--- src/rtl/multicycle_control.sv ---
// ---------------------------------------------------------------------------
// multicycle_control
// Main control FSM for a multicycle MIPS-subset datapath. It sequences fetch,
// decode, execute, memory and write-back over the shared ALU, memory port and
// register file. It stalls on a single-bit memory ready handshake and flags
// unsupported encodings.
//
// Ports:
//   clk, reset          rising-edge clock; asynchronous active-high reset
//   opcode, funct       IR[31:26] / IR[5:0]; opcode is valid from DECODE on
//   zero                ALU zero flag, used by beq/bne
//   mem_ready           memory completes the current access this cycle
//   pc_we, ir_we        PC / IR write enables (Mealy)
//   reg_we              register file write enable
//   mem_re, mem_we      memory read / write strobes
//   iord                memory address select: 0=PC, 1=ALUOut
//   reg_dst             destination register: 0=rt, 1=rd
//   wb_sel              write-back source: 0=ALUOut, 1=MDR
//   alu_src_a           ALU A: 0=PC, 1=reg A
//   alu_src_b           ALU B: 0=reg B, 1=4, 2=ext imm, 3=ext imm<<2
//   alu_op              000 add, 001 sub, 010 and, 011 or, 100 slt, 101 pass B
//   pc_src              PC source: 0=ALU result, 1=ALUOut, 2=jump target
//   ext_sel             immediate extender: 0=sign, 1=zero, 2=upper
//   illegal             one-cycle pulse on an unsupported encoding (Mealy)
//   retired             one-cycle pulse on the last cycle of an instruction
//   state               current state encoding (debug)
// ---------------------------------------------------------------------------
module multicycle_control (
    input  logic       clk,
    input  logic       reset,
    input  logic [5:0] opcode,
    input  logic [5:0] funct,
    input  logic       zero,
    input  logic       mem_ready,
    output logic       pc_we,
    output logic       ir_we,
    output logic       reg_we,
    output logic       mem_re,
    output logic       mem_we,
    output logic       iord,
    output logic       reg_dst,
    output logic       wb_sel,
    output logic       alu_src_a,
    output logic [1:0] alu_src_b,
    output logic [2:0] alu_op,
    output logic [1:0] pc_src,
    output logic [1:0] ext_sel,
    output logic       illegal,
    output logic       retired,
    output logic [3:0] state
);

    localparam int unsigned OP_W    = 6;
    localparam int unsigned STATE_W = 4;

    // Opcodes
    localparam logic [OP_W-1:0] OP_RTYPE = 6'b000000;
    localparam logic [OP_W-1:0] OP_J     = 6'b000010;
    localparam logic [OP_W-1:0] OP_BEQ   = 6'b000100;
    localparam logic [OP_W-1:0] OP_BNE   = 6'b000101;
    localparam logic [OP_W-1:0] OP_ADDI  = 6'b001000;
    localparam logic [OP_W-1:0] OP_ANDI  = 6'b001100;
    localparam logic [OP_W-1:0] OP_ORI   = 6'b001101;
    localparam logic [OP_W-1:0] OP_LUI   = 6'b001111;
    localparam logic [OP_W-1:0] OP_LW    = 6'b100011;
    localparam logic [OP_W-1:0] OP_SW    = 6'b101011;

    // R-type function codes
    localparam logic [OP_W-1:0] FN_ADD = 6'b100000;
    localparam logic [OP_W-1:0] FN_SUB = 6'b100010;
    localparam logic [OP_W-1:0] FN_AND = 6'b100100;
    localparam logic [OP_W-1:0] FN_OR  = 6'b100101;
    localparam logic [OP_W-1:0] FN_SLT = 6'b101010;

    // ALU operations
    localparam logic [2:0] ALU_ADD  = 3'b000;
    localparam logic [2:0] ALU_SUB  = 3'b001;
    localparam logic [2:0] ALU_AND  = 3'b010;
    localparam logic [2:0] ALU_OR   = 3'b011;
    localparam logic [2:0] ALU_SLT  = 3'b100;
    localparam logic [2:0] ALU_PASS = 3'b101;

    // Mux selects
    localparam logic [1:0] SRCB_REG    = 2'd0;
    localparam logic [1:0] SRCB_FOUR   = 2'd1;
    localparam logic [1:0] SRCB_IMM    = 2'd2;
    localparam logic [1:0] SRCB_IMM_SH = 2'd3;
    localparam logic [1:0] PC_ALU      = 2'd0;
    localparam logic [1:0] PC_ALUOUT   = 2'd1;
    localparam logic [1:0] PC_JUMP     = 2'd2;
    localparam logic [1:0] EXT_SIGN    = 2'd0;
    localparam logic [1:0] EXT_ZERO    = 2'd1;
    localparam logic [1:0] EXT_UPPER   = 2'd2;

    typedef enum logic [STATE_W-1:0] {
        S_FETCH    = 4'd0,
        S_DECODE   = 4'd1,
        S_MEM_ADDR = 4'd2,
        S_MEM_RD   = 4'd3,
        S_MEM_WB   = 4'd4,
        S_MEM_WR   = 4'd5,
        S_R_EXEC   = 4'd6,
        S_ALU_WB   = 4'd7,
        S_I_EXEC   = 4'd8,
        S_BRANCH   = 4'd9,
        S_JUMP     = 4'd10
    } state_t;

    // Bundle of every control output so one default clears them all
    typedef struct packed {
        logic       pc_we;
        logic       ir_we;
        logic       reg_we;
        logic       mem_re;
        logic       mem_we;
        logic       iord;
        logic       reg_dst;
        logic       wb_sel;
        logic       alu_src_a;
        logic [1:0] alu_src_b;
        logic [2:0] alu_op;
        logic [1:0] pc_src;
        logic [1:0] ext_sel;
        logic       illegal;
        logic       retired;
    } ctrl_t;

    state_t          state_q;
    state_t          state_d;
    logic [OP_W-1:0] op_q;
    logic [OP_W-1:0] funct_q;
    ctrl_t           ctrl_c;

    // Supported R-type function codes
    function automatic logic funct_legal(input logic [OP_W-1:0] fn);
        case (fn)
            FN_ADD, FN_SUB, FN_AND, FN_OR, FN_SLT: funct_legal = 1'b1;
            default:                               funct_legal = 1'b0;
        endcase
    endfunction

    // State entered after DECODE; FETCH means the encoding is unsupported
    function automatic state_t decode_target(input logic [OP_W-1:0] op,
                                             input logic [OP_W-1:0] fn);
        case (op)
            OP_RTYPE:                         decode_target = funct_legal(fn) ? S_R_EXEC : S_FETCH;
            OP_ADDI, OP_ANDI, OP_ORI, OP_LUI: decode_target = S_I_EXEC;
            OP_LW, OP_SW:                     decode_target = S_MEM_ADDR;
            OP_BEQ, OP_BNE:                   decode_target = S_BRANCH;
            OP_J:                             decode_target = S_JUMP;
            default:                          decode_target = S_FETCH;
        endcase
    endfunction

    // ALU operation for an R-type function code
    function automatic logic [2:0] funct_alu_op(input logic [OP_W-1:0] fn);
        case (fn)
            FN_SUB:  funct_alu_op = ALU_SUB;
            FN_AND:  funct_alu_op = ALU_AND;
            FN_OR:   funct_alu_op = ALU_OR;
            FN_SLT:  funct_alu_op = ALU_SLT;
            default: funct_alu_op = ALU_ADD;
        endcase
    endfunction

    // State register; opcode/funct are latched as DECODE is left
    always_ff @(posedge clk or posedge reset) begin
        if (reset) begin
            state_q <= S_FETCH;
            op_q    <= '0;
            funct_q <= '0;
        end else begin
            state_q <= state_d;
            if (state_q == S_DECODE) begin
                op_q    <= opcode;
                funct_q <= funct;
            end
        end
    end

    // Next-state and output decode
    always_comb begin
        state_d = state_q;
        ctrl_c  = '0;

        case (state_q)
            S_FETCH: begin
                ctrl_c.mem_re    = 1'b1;
                ctrl_c.iord      = 1'b0;
                ctrl_c.alu_src_a = 1'b0;
                ctrl_c.alu_src_b = SRCB_FOUR;
                ctrl_c.alu_op    = ALU_ADD;
                ctrl_c.pc_src    = PC_ALU;
                ctrl_c.ir_we     = mem_ready;
                ctrl_c.pc_we     = mem_ready;
                if (mem_ready) begin
                    state_d = S_DECODE;
                end
            end

            // Speculatively form the branch target into ALUOut
            S_DECODE: begin
                ctrl_c.alu_src_a = 1'b0;
                ctrl_c.alu_src_b = SRCB_IMM_SH;
                ctrl_c.alu_op    = ALU_ADD;
                ctrl_c.ext_sel   = EXT_SIGN;
                state_d          = decode_target(opcode, funct);
                ctrl_c.illegal   = (decode_target(opcode, funct) == S_FETCH);
            end

            S_MEM_ADDR: begin
                ctrl_c.alu_src_a = 1'b1;
                ctrl_c.alu_src_b = SRCB_IMM;
                ctrl_c.alu_op    = ALU_ADD;
                ctrl_c.ext_sel   = EXT_SIGN;
                state_d          = (op_q == OP_SW) ? S_MEM_WR : S_MEM_RD;
            end

            S_MEM_RD: begin
                ctrl_c.mem_re = 1'b1;
                ctrl_c.iord   = 1'b1;
                if (mem_ready) begin
                    state_d = S_MEM_WB;
                end
            end

            S_MEM_WB: begin
                ctrl_c.reg_we  = 1'b1;
                ctrl_c.reg_dst = 1'b0;
                ctrl_c.wb_sel  = 1'b1;
                ctrl_c.retired = 1'b1;
                state_d        = S_FETCH;
            end

            // mem_we stays high across the stall until memory accepts
            S_MEM_WR: begin
                ctrl_c.mem_we = 1'b1;
                ctrl_c.iord   = 1'b1;
                if (mem_ready) begin
                    ctrl_c.retired = 1'b1;
                    state_d        = S_FETCH;
                end
            end

            S_R_EXEC: begin
                ctrl_c.alu_src_a = 1'b1;
                ctrl_c.alu_src_b = SRCB_REG;
                ctrl_c.alu_op    = funct_alu_op(funct_q);
                state_d          = S_ALU_WB;
            end

            S_I_EXEC: begin
                ctrl_c.alu_src_a = 1'b1;
                ctrl_c.alu_src_b = SRCB_IMM;
                case (op_q)
                    OP_ANDI: begin
                        ctrl_c.alu_op  = ALU_AND;
                        ctrl_c.ext_sel = EXT_ZERO;
                    end
                    OP_ORI: begin
                        ctrl_c.alu_op  = ALU_OR;
                        ctrl_c.ext_sel = EXT_ZERO;
                    end
                    OP_LUI: begin
                        ctrl_c.alu_op  = ALU_PASS;
                        ctrl_c.ext_sel = EXT_UPPER;
                    end
                    default: begin
                        ctrl_c.alu_op  = ALU_ADD;
                        ctrl_c.ext_sel = EXT_SIGN;
                    end
                endcase
                state_d = S_ALU_WB;
            end

            S_ALU_WB: begin
                ctrl_c.reg_we  = 1'b1;
                ctrl_c.wb_sel  = 1'b0;
                ctrl_c.reg_dst = (op_q == OP_RTYPE);
                ctrl_c.retired = 1'b1;
                state_d        = S_FETCH;
            end

            // Compare via subtract; bne takes the branch on a nonzero result
            S_BRANCH: begin
                ctrl_c.alu_src_a = 1'b1;
                ctrl_c.alu_src_b = SRCB_REG;
                ctrl_c.alu_op    = ALU_SUB;
                ctrl_c.pc_src    = PC_ALUOUT;
                ctrl_c.pc_we     = (op_q == OP_BNE) ? ~zero : zero;
                ctrl_c.retired   = 1'b1;
                state_d          = S_FETCH;
            end

            S_JUMP: begin
                ctrl_c.pc_src  = PC_JUMP;
                ctrl_c.pc_we   = 1'b1;
                ctrl_c.retired = 1'b1;
                state_d        = S_FETCH;
            end

            // Unused encodings recover to FETCH
            default: begin
                state_d = S_FETCH;
            end
        endcase

        // Reset overrides everything, including FETCH's strobes
        if (reset) begin
            ctrl_c = '0;
        end
    end

    assign pc_we     = ctrl_c.pc_we;
    assign ir_we     = ctrl_c.ir_we;
    assign reg_we    = ctrl_c.reg_we;
    assign mem_re    = ctrl_c.mem_re;
    assign mem_we    = ctrl_c.mem_we;
    assign iord      = ctrl_c.iord;
    assign reg_dst   = ctrl_c.reg_dst;
    assign wb_sel    = ctrl_c.wb_sel;
    assign alu_src_a = ctrl_c.alu_src_a;
    assign alu_src_b = ctrl_c.alu_src_b;
    assign alu_op    = ctrl_c.alu_op;
    assign pc_src    = ctrl_c.pc_src;
    assign ext_sel   = ctrl_c.ext_sel;
    assign illegal   = ctrl_c.illegal;
    assign retired   = ctrl_c.retired;
    assign state     = STATE_W'(state_q);

endmodule
--- config.mk ---
export PLATFORM = sky130hd
export DESIGN_NAME = multicycle_control
export DESIGN_NICKNAME = d
export VERILOG_FILES = /design/src/rtl/multicycle_control.sv
export SDC_FILE = /design/constraint.sdc
export NUM_CORES = 1
export LEC_CHECK = 0
export ABC_AREA = 1
export BUFFER_PORTS_ARGS = -buffer_cell sky130_fd_sc_hd__buf_2
export CAP_MARGIN = 15
export CORE_ASPECT_RATIO = 0.9
export CORE_MARGIN = 2
export CORE_UTILIZATION = 54
export DETAILED_ROUTE_END_ITERATION = 10
export PLACE_DENSITY = 0.92
export SYNTH_ARGS = -nofsm -noshare
export SYNTH_HDL_FRONTEND = slang
export SYNTH_SLANG_ARGS = --single-unit
--- constraint.sdc ---
create_clock -name clk -period 2.68 [get_ports clk]
set_input_delay 0.134 -clock clk [delete_from_list [all_inputs] [get_ports clk]]
set_output_delay 0.134 -clock clk [all_outputs]
set_load 0.005 [all_outputs]
==> impl_metrics.tcl <==
set metrics [dict create \
    synth_most_common_cell "nand2_1" \
    hold_violations 0 \
    drcViolationCount 0 \
    comb_power_share_pct 52.9 \
    end_kind "output pin" \
    yosys.area_share.simple_pct 46.8 \
    setup_tns_ns 0 \
    crit_top_cell "nor2_1" \
    clock_skew_ns 0.00400 \
    start_kind "register" \
    slew_headroom_pct 76.1 \
    layout.cells.non_filler 286 \
    synth-compound-area-share_pct 10.1 \
    netlist_top_cells_count "70 x nand2_1, 38 x nor2_1, 31 x inv_1" \
    routed_wl_um 3140 \
    clockPowerShare_pct 11.8 \
    power_mw 1.35 \
    synth-adder-area-share_pct 0 \
    cts_buffer_depth 2 \
    yosysTopAreaCellShare_pct 31.5 \
    synth_edf_count 0 \
    fin_nets 276 \
    worstSetupStartpoint "state[1]$_DFFE_PP0P_" \
    vias 1491 \
    worstPathArrival_ns 1.75 \
    postRouteAntennaNets 0 \
    core_mm2 0.00220 \
    via_per_inst 5.21 \
    slowest_stage "dfrtp_1" \
    drt_iter0_markers 47 \
    dpl.hpwl_um 2530 \
    grt_max_degree 24 \
    async_reset_ff_share_pct 100 \
    nFillCells 217 \
    cp-endpoint "illegal" \
    drive_gt1_share_pct 22.0 \
    boundaryPins 40 \
    r2r-end "state[2]$_DFFE_PP0P_" \
    slew_viol_final 0 \
    synth.avg_cell_area_um2 5.84 \
    hold_depth 3 \
    cts.sinks 16 \
    synth_ff_type "dfrtp_1" \
    synthMuxAreaShare_pct 0 \
    cts-buffers-inserted 3 \
    setup_violations 0 \
    grt_pass1_wl_um 5150 \
    dr.pass1.iters 6 \
    yosys_warnings 0 \
    seq_power_share_pct 35.3 \
    final_util_pct 69.7 \
    dp.cells 281 \
    clock_latency_ns 0.29 \
    cp.depth 8 \
    max_freq_ghz 0.532 \
    yosysUniqueCellTypes 22 \
    ys_ff_latch 16 \
    grt_use_total_pct 25.1 \
    wire_per_inst_um 11.0 \
    power.density_mw_per_mm2 882 \
    crit_fanout 23 \
    max_cap_violations 0 \
    critPathKind "reg2out" \
    synth_top_family_by_area "simple AND/OR/NAND/NOR gates" \
    area_delta_synth_final_pct 20.6 \
    synth.area.top_cells "dfrtp_1 31%, nand2_1 21%, nor2_1 11%, inv_1 9.1%, nand3_1 7.5%" \
    htree_levels 1 \
    gr-total-overflow 0 \
    initial_utilization_pct 57.8 \
    antenna_found_initial 0 \
    die_h_um 50.1 \
    hp-class "in2reg" \
    finalCritPeriodShare_pct 70.1 \
    reg2reg_from "state[1]$_DFFE_PP0P_" \
    switching_share_pct 49.4 \
    worst_pin_slew_ns 0.358 \
    rows 16 \
    crit_chain "inv_1, nand2_1, inv_2, nand2_2, nor2_1, nand3_1, nor2_1, buf_2" \
    die_area_mm2 0.00276 \
    worstRegToRegCells 9 \
    synth_xor_area_share_pct 0 \
    synthCells 218 \
    placement.io_buffers 39 \
    slowest_delay_ns 0.44 \
    cp_top_family "simple AND/OR/NAND/NOR gates" \
    holdWs_ns 0.0516 \
    power.net_switching_mw 0.669 \
    leakage_nw 0.920 \
    rrSetupSlack_ns 1.13 \
    crit_buf_inv 3 \
    clock-root-buffer "clkbuf_4" \
    synth_area_mm2 0.00127 \
    status "finished, final reports clean" \
    multi_input_area_um2 724 \
    synth_top_area_cell "dfrtp_1" \
    cts_tree "done" \
    seqCellArea_um2 400 \
    fp.dieW_um 55.2 \
    fin_crit_ns 1.88 \
    cts.reportedPaths.clkPinSlew_ns 0.09 \
    ys_seq_area_share_pct 31.5 \
    cp.required_ns 2.55 \
    rsz0062_at_grt "no" \
    antennaDiodeCount 0 \
    syn-num-nets 234 \
    p_int_mw 0.685 \
    ir_drop_mv 0.539 \
    gp_congestion 0.859 \
    grt_pass1_vias 1219 \
]
==> state kept, by name, summed over array words and instances (netlist names) <==
register and count:
op_q 6, funct_q 6, state 4
==> tightest hold or removal path: cells and delay by family <==
kind          cells  cell delay (ns)
buf+inv           1             0.09
simple gates      2             0.08
==> worst min-delay path by stage <==
stage | start | end | slack [ns]
after floorplan | funct[3] | funct_q[3]$_DFFE_PP0P_ | 0.24
after global placement | reset | state[1]$_DFFE_PP0P_ | 0.27
after detailed placement | reset | state[1]$_DFFE_PP0P_ | 0.26
after CTS | funct[4] | funct_q[4]$_DFFE_PP0P_ | 0.05
after global routing | funct[3] | funct_q[3]$_DFFE_PP0P_ | 0.07
final | funct[4] | funct_q[4]$_DFFE_PP0P_ | 0.05
==> power by group through the flow <==
stage | clock network [mW] | registers [mW] | logic, mW
finish | 0.160 | 0.478 | 0.716
global route | 0.171 | 0.495 | 0.837
CTS | 0.161 | 0.474 | 0.715
detailed placement | 0 | 0.479 | 0.708
global placement | 0 | 0.474 | 0.690
floorplan | 0 | 0.455 | 0.544
==> cells by family (layout without fill, tap and decap cells) <==
kind of cell           Yosys count  count (layout)
and+or+nand+nor                141             141
buffers and inverters           38              79
AOI/OAI and AO/OA               23              23
DFF                             16              16
==> placed cells by master (no fill, tap or decap) <==
cell           instances
clkbuf_8               1
inv_1                 31
nor2_1                38
nand2_1               70
a31oi_1                3
a21oi_1                3
dlygate4sd3_1          1
dfrtp_1               16
nor4_1                 1
nor3_1                 2
inv_2                  3
o21ai_0               14
buf_4                  1
nand4_1                2
a21boi_2               1
buf_2                 39
a21oi_2                1
clkbuf_4               3
nand2_2                3
o21ai_1                1
or2_1                  1
nor2_4                 2
nor2_2                 3
nand3_1               19
==> per-stage QoR <==
stage                     instance area (um^2)  setup WS (ns)
after global routing                      1540          0.664
after detailed placement                  1490           1.15
after global placement                    1490           1.19
after floorplan                           1270           1.43
after CTS                                 1540          0.799
final                                     1540          0.800
==> per-layer routing <==
metal / track usage, % / share of wire [%]
met2: 39.1 / 46
met5: 0 / 0
met1: 36.5 / 45
met3: 1.82 / 8.6
met4: 7.72 / 1.1
==> layout make-up <==
class,instances,share of cell area (%)
multi-input combinational,164,47.2
tap,27,2.20
inverter,34,8.31
clock buffer,4,2.36
sequential,16,26.1
timing repair buffer,41,13.9
==> what timing repair did <==
action | CTS | global route
endpoints found under the hold margin | 6 | 0
hold buffers | 1 | 0
buffers inserted | 0 | 0
gates resized for setup | 0 | 0
Power figures use the tool's default switching activity.
